File: src/rtl/gmii_tx_framer.sv
// GMII transmit framer: prepends preamble + SFD to a valid/ready octet stream,
// enforces a minimum inter-packet gap, flags source underruns and counts frames.
module gmii_tx_framer #(
  parameter int unsigned OCTET_WIDTH  = 8,
  parameter int unsigned PREAMBLE_LEN = 7,
  parameter int unsigned IPG_LEN      = 12,
  parameter int unsigned CNT_WIDTH    = 16
) (
  input  logic                   clk,
  input  logic                   mr_main_reset,
  input  logic [OCTET_WIDTH-1:0] s_data,
  input  logic                   s_valid,
  input  logic                   s_last,
  output logic                   s_ready,
  output logic                   tx_en,
  output logic [OCTET_WIDTH-1:0] txd,
  output logic                   busy,
  output logic                   underrun,
  output logic [CNT_WIDTH-1:0]   frames_sent
);

  localparam int unsigned MaxLen = (PREAMBLE_LEN > IPG_LEN) ? PREAMBLE_LEN : IPG_LEN;
  localparam int unsigned CntW   = $clog2(MaxLen + 1);

  localparam logic [CntW-1:0]        PreLenC  = CntW'(PREAMBLE_LEN);
  localparam logic [CntW-1:0]        IpgLastC = CntW'(IPG_LEN - 1);
  localparam logic [OCTET_WIDTH-1:0] PreOct   = OCTET_WIDTH'(8'h55);
  localparam logic [OCTET_WIDTH-1:0] SfdOct   = OCTET_WIDTH'(8'hD5);

  typedef enum logic [1:0] {
    StIdle,
    StPreamble,
    StData,
    StIpg
  } state_e;

  state_e                 r_state, w_state_nxt;
  logic [CntW-1:0]        r_cnt, w_cnt_nxt;
  logic                   r_tx_en, w_tx_en_nxt;
  logic [OCTET_WIDTH-1:0] r_txd, w_txd_nxt;
  logic                   r_underrun, w_underrun_nxt;
  logic [CNT_WIDTH-1:0]   r_frames, w_frames_nxt;

  // State and registered GMII outputs; reset truncates any frame in flight.
  always_ff @(posedge clk or negedge mr_main_reset) begin
    if (!mr_main_reset) begin
      r_state    <= StIdle;
      r_cnt      <= '0;
      r_tx_en    <= 1'b0;
      r_txd      <= '0;
      r_underrun <= 1'b0;
      r_frames   <= '0;
    end else begin
      r_state    <= w_state_nxt;
      r_cnt      <= w_cnt_nxt;
      r_tx_en    <= w_tx_en_nxt;
      r_txd      <= w_txd_nxt;
      r_underrun <= w_underrun_nxt;
      r_frames   <= w_frames_nxt;
    end
  end

  // Next-state and next-output logic for the framing sequence.
  always_comb begin
    w_state_nxt    = r_state;
    w_cnt_nxt      = r_cnt;
    w_tx_en_nxt    = r_tx_en;
    w_txd_nxt      = r_txd;
    w_underrun_nxt = 1'b0;
    w_frames_nxt   = r_frames;

    case (r_state)
      StIdle: begin
        w_tx_en_nxt = 1'b0;
        w_txd_nxt   = '0;
        // Start of frame: first preamble octet goes out now, nothing consumed.
        if (s_valid) begin
          w_tx_en_nxt = 1'b1;
          w_txd_nxt   = PreOct;
          w_cnt_nxt   = CntW'(1);
          w_state_nxt = StPreamble;
        end
      end

      StPreamble: begin
        if (r_cnt < PreLenC) begin
          w_txd_nxt = PreOct;
          w_cnt_nxt = r_cnt + CntW'(1);
        end else begin
          w_txd_nxt   = SfdOct;
          w_state_nxt = StData;
        end
      end

      StData: begin
        if (s_valid) begin
          w_tx_en_nxt = 1'b1;
          w_txd_nxt   = s_data;
          if (s_last) begin
            w_frames_nxt = r_frames + CNT_WIDTH'(1);
            w_cnt_nxt    = '0;
            w_state_nxt  = StIpg;
          end
        end else begin
          // Source ran dry mid-frame: abort and still honour the gap.
          w_tx_en_nxt    = 1'b0;
          w_txd_nxt      = '0;
          w_underrun_nxt = 1'b1;
          w_cnt_nxt      = '0;
          w_state_nxt    = StIpg;
        end
      end

      StIpg: begin
        w_tx_en_nxt = 1'b0;
        w_txd_nxt   = '0;
        w_cnt_nxt   = r_cnt + CntW'(1);
        if (r_cnt == IpgLastC) begin
          w_state_nxt = StIdle;
        end
      end

      default: begin
        w_state_nxt = StIdle;
      end
    endcase
  end

  assign s_ready     = (r_state == StData);
  assign busy        = (r_state != StIdle);
  assign tx_en       = r_tx_en;
  assign txd         = r_txd;
  assign underrun    = r_underrun;
  assign frames_sent = r_frames;

endmodule
File: config.mk
export PLATFORM = sky130hd
export DESIGN_NAME = gmii_tx_framer
export DESIGN_NICKNAME = d
export VERILOG_FILES = /design/src/rtl/gmii_tx_framer.sv
export SDC_FILE = /design/constraint.sdc
export NUM_CORES = 1
export LEC_CHECK = 0
export CORE_UTILIZATION = 40
export DETAILED_ROUTE_END_ITERATION = 8
export GPL_TIMING_DRIVEN = 0
export PLACE_DENSITY = 0.73
export SYNTH_ARGS = -nofsm -noshare
export SYNTH_HDL_FRONTEND = slang
export SYNTH_SLANG_ARGS = --single-unit
File: constraint.sdc
create_clock -name clk -period 1.7 [get_ports clk]
set_input_delay 0.34 -clock clk [delete_from_list [all_inputs] [get_ports clk]]
set_output_delay 0.34 -clock clk [all_outputs]
set_load 0.05 [all_outputs]
# Word level (Yosys, flattened, before mapping)
# Index checks and enable logic that the tools add are counted.
[word_totals] regBits=32 input_bits=12 word_cells=44
[op_classes] add_sub_neg=2 magnitude_cmp=1 eq_ne=9 muxes=19 reduce_logical=7
[op_table] operator="case mux 8 bit (4 select lines)" n=1
[op_table] operator="adder 16 x 1 -> 16 bit (second input constant)" n=1
[op_table] operator="two-way mux 4 bit" n=4
[op_table] operator="two-way mux 8 bit" n=2
[op_table] operator="case mux 4 bit (4 select lines)" n=1
[op_table] operator="two-way mux 2 bit" n=5
[op_table] operator="inequality test 2 bit (second input constant)" n=4
[op_table] operator="case mux 2 bit (4 select lines)" n=1
[op_table] operator="two-way mux 7 bit" n=1
[op_table] operator="AND reduction 3 bit" n=2
[op_table] operator="adder 4 x 1 -> 4 bit (second input constant)" n=1
[op_table] operator="== test 2 bit (second input constant)" n=2
[op_table] operator="== test 4 bit (second input constant)" n=1
[op_table] operator="less-than comparator 4 x 3 -> 1 bit (second input constant)" n=1
[op_table] operator="AND reduction 4 bit" n=1
[op_table] operator="nonzero test 2 bit" n=2
[op_table] operator="two-way mux 1 bit" n=3
[op_table] operator="inequality test 3 bit (second input constant)" n=1
[op_table] operator="== test 2 x 1 -> 1 bit (second input constant)" n=1
[op_table] operator="zero test 2 bit" n=1
[op_table] operator="case mux 1 bit (2 select lines)" n=1
[op_table] operator="OR reduction 2 bit" n=1

# Depth between registers and ports, before layout
[logic_depth] depth_word=3 mapped_depth=6

# Least setup slack after synthesis
# OpenSTA, ideal clock, no wires.
[synth_timing] path_kind="reg-to-reg" from="reg r_state[0]" to="reg r_frames[10], in the netlist frames_sent[10]" setup_time_ns=0.142 arrival_time_ns=1.882 t_required_ns=1.558 setup_slack_ns=-0.324 stages_incl_launch_ff=7 path_buffers=0 period_less_slack_ns=2.024 cell_sequence="dfrtp_1 inv_1 ha_1 nand3_1 nor4_2 nand2_1 xnor2_1"
[synth_between] elab_chain_len=2
[synth_rtl] element="from (decl)" line="37" source="state_e r_state, w_state_nxt;"
[synth_rtl] element="from (signal assigned)" line="47" source="r_state <= StIdle;"
[synth_rtl] element="from (signal assigned)" line="54" source="r_state <= w_state_nxt;"
[synth_rtl] element="== test 2 bit"
[synth_rtl] element="named net s_ready" line="14" source="output logic s_ready,"
[synth_rtl] element="AND reduction 3 bit (no line)"
[synth_rtl] element="to (signal assigned)" line="59" source="r_frames <= w_frames_nxt;"
[synth_rtl] element="to (decl)" line="42" source="logic [CNT_WIDTH-1:0] r_frames, w_frames_nxt;"
# The timed path passes the listed nets, and every way through them passes these cells.
# A chain may end at the register's enable or synchronous reset.

# Final worst setup path
[layout_timing] from="reg r_state[0]" to="reg r_cnt[3]"
[layout_between] elab_chain_len=3 word_cells_on_any_way=9 cone_classes="eq/ne (6); mux (1); reduce/logical (2)"
[layout_rtl] element="== test 2 bit, or another cell as far along" line="72" source="case (r_state)"
[layout_rtl] element="inequality test 3 bit (no line) or inequality test 2 bit (tied branches)"
[layout_rtl] element="AND reduction 3 bit (no line)"
[layout_rtl] element="to (signal assigned)" line="55" source="r_cnt <= w_cnt_nxt;"
[layout_rtl] element="to (decl)" line="38" source="logic [CntW-1:0] r_cnt, w_cnt_nxt;"
# Parallel ways exist; a longest one is shown, timed or not.

==> results.toml <==
[outcome]
outcome = "complete, no violations"

[place]
dp_slack_ns = -0.442
dp_cells = 222
io_buffers = 38
place_hpwl_mm = 2.21
routabilityCongestion = 0.838

[cts]
cts.clk_slew.worst_paths_ns = 0.06
cts_tree = "yes"
root_buffer = "clkbuf_8"
cts_hold_buf = 0
clock-sinks = 32
clk_latency_ns = 0.28
cts_inserted_buffers = 5
cts_max_level = 2
clk_path_buf_depth = 2

[logic_synthesis]
synthMuxAreaShare_pct = 2.89
synth_cell_types = 33
synthesis.nets = 156
synth-compound-area-share_pct = 8.91
synthSimpleGateAreaFrac_pct = 17.9
synth.largest_area_cell = "dfrtp_1"
yosysSeqAreaShare_pct = 52.8
synth-seq-cells = 32
synth.top_cell.area_share_pct = 52.8
synth_area_leaders = "dfrtp_1, ha_1, xnor2_1"
synthCells = 136
synth_fa_ha_area_share_pct = 6.60
synth_xor_area_share_pct = 8.66
yosysWarnings = 0
synth_top_family_by_area = "simple AND/OR/NAND/NOR gates"
syn_area_per_cell_um2 = 11.2
syn_area_um2 = 1520

[finish]
layout_commonest_cell = "dfrtp_1"
fill_cells = 307
antenna_cells = 0
fin_util_pct = 59.5
nets = 213
final_cells = 242
drive_above_1_share_pct = 23.7
final_cell_mix = "dfrtp_1, dlygate4sd2_1, buf_4, nand2_1, xnor2_1"
area_delta_synth_final_pct = 43.7

[grt]
grt_max_degree = 33
grt_use_total_pct = 17.0
grt_antenna_before_repair = 0
first_global_vias = 1189
grt_pass1_wl_mm = 5.21
overflow = 0

[worst_hold_path]
hp-class = "input port to async pin"

[die]
rows = 22
die_w_um = 63.6
start_util_pct = 41.4
ios = 40
dieArea_um2 = 4040
core-area_um2 = 3660
die_h_um = 63.6

[route]
routed_wl_mm = 3.23
drcViolationCount = 0
vias_per_cell = 4.97
num_vias = 1203
routedWlPerCell_um = 13.3
drtAntennaViolNets = 0
drt_pass1_iterations = 4
drt_iter0_markers = 39

[power_and_ir_drop]
fin_total_pwr_w = 0.00356
ir_worst_vdd_mv = 1.25
p_per_area_nw_per_um2 = 1630
leakagePower_nw = 1.09
switching_share_pct = 43.9
p_switching_w = 0.00156
p_comb_share_pct = 53.5
p_clk_share_pct = 16.4
p_int_w = 0.00200
p_seq_share_pct = 30.1

[flow_run]
maxCapViolCount = 0

[setup_path]
critPathLaunchType = "flip-flop"
cp-end-kind = "flip-flop"
crit_fanout = 4
worstPathArrival_ns = 1.87
r2r_cells = 6
r2r_start = "r_state[0]"
r2r_slack_ns = 0.02
crit_type = "flip-flop to flip-flop"
timing.rr.end = "r_cnt[3]"
crit_required_ns = 1.90

[sta]
tns_ns = 0
tightest_slew_ns = 0.688
maxSlewHeadroom_pct = 54.1
fin_ws_ns = 0.0234
period_needed_ns = 1.68
period_share_pct = 98.6
fin_skew_ns = 0.00309
hold_viol_final = 0
max_freq_mhz = 596
final-setup-viol-count = 0
finalMaxSlewViolations = 0
==> power by group through the flow <==
stage	Sequential [W]	Combinational (W)	Clock, W
after floorplan	0.00150	0.000781	0
after global placement	0.00108	0.00164	0
after detailed placement	0.00109	0.00167	0
after CTS	0.00106	0.00175	0.000603
after global routing	0.00110	0.00204	0.000639
final	0.00107	0.00190	0.000585
==> worst max path at each step <==
| stage | from | endpoint | cells past startpoint |
|---|---|---|---|
| global route | r_state[0] | r_cnt[3] | 6 |
| CTS | r_state[0] | busy | 4 |
| global placement | mr_main_reset | frames_sent[0] | 1 |
| detailed placement | mr_main_reset | frames_sent[0] | 1 |
| finish | r_state[0] | r_cnt[3] | 6 |
| floorplan | frames_sent[1] | frames_sent[10] | 5 |
==> timing repair <==
item                                    CTS  global route
setup buffers                             5             8
pin swaps                                 2             4
cloned                                    0             0
gates resized for setup                  44            10
endpoints found under the setup margin   69            16
==> Yosys cell counts (all sizes together) <==
library cell  count
dfrtp            32
clkbuf            2
and3              4
or2b              1
mux2              3
nor3b             3
ha                8
inv               5
or3               1
o31ai             2
xor2              4
mux2i             1
a21oi             6
o221ai            2
xnor2            11
nor2b             2
nor4              2
a21boi            1
nand2b            2
o21ai            10
nor3              3
nand4             5
buf               1
nand3             6
nand2            14
nor2              5
==> worst max-delay path: stages (launching register included) <==
cell	delay [ns]
dfrtp_1	0.42
inv_2	0.10
ha_4	0.17
or2b_4	0.21
o221ai_4	0.11
or3_4	0.41
o31ai_2	0.17
==> metrics by stage <==
step           instance area [µm²]  hold slack (ns)
6_report                      2180           0.0994
5_1_grt                       2180            0.151
4_1_cts                       2110            0.298
3_5_place_dp                  1970            0.465
3_3_place_gp                  1970            0.464
2_1_floorplan                 1530           0.0444
==> routing by layer <==
metal,GRT usage (%),up-vias,routed length [µm]
li1,-,582,-
met1,19.5,589,1430
met2,28.9,27,1620
met3,5.43,5,135
met4,7.10,0,42
met5,0,-,0
==> flip-flops by register name, indices dropped and copies added, names as in the netlist <==
name and cells:
r_state 2, frames_sent 16, tx_en 1, underrun 1, r_cnt 4, txd 8
==> area by class of cell <==
class                   count  area, µm²  share of cell area [%]
plain buffers               2       11.3                   0.517
clock buffers               8       90.1                    4.13
inverters                   5       18.8                   0.861
multi-input cells          96        762                    35.0
flip-flops and latches     32        802                    36.8
well taps                  48       60.1                    2.76
repair buffers             51        435                    20.0
==> logic make-up after synthesis <==
kind of cell / after synthesis
buffers and inverters: 8
adder cells (fa/ha/maj): 8
flip-flops: 32
AO/OA/AOI/OAI: 21
multiplexers: 4
XOR/XNOR: 15
AND/OR/NAND/NOR: 48
Note: power is estimated with default switching activity, not from simulation.
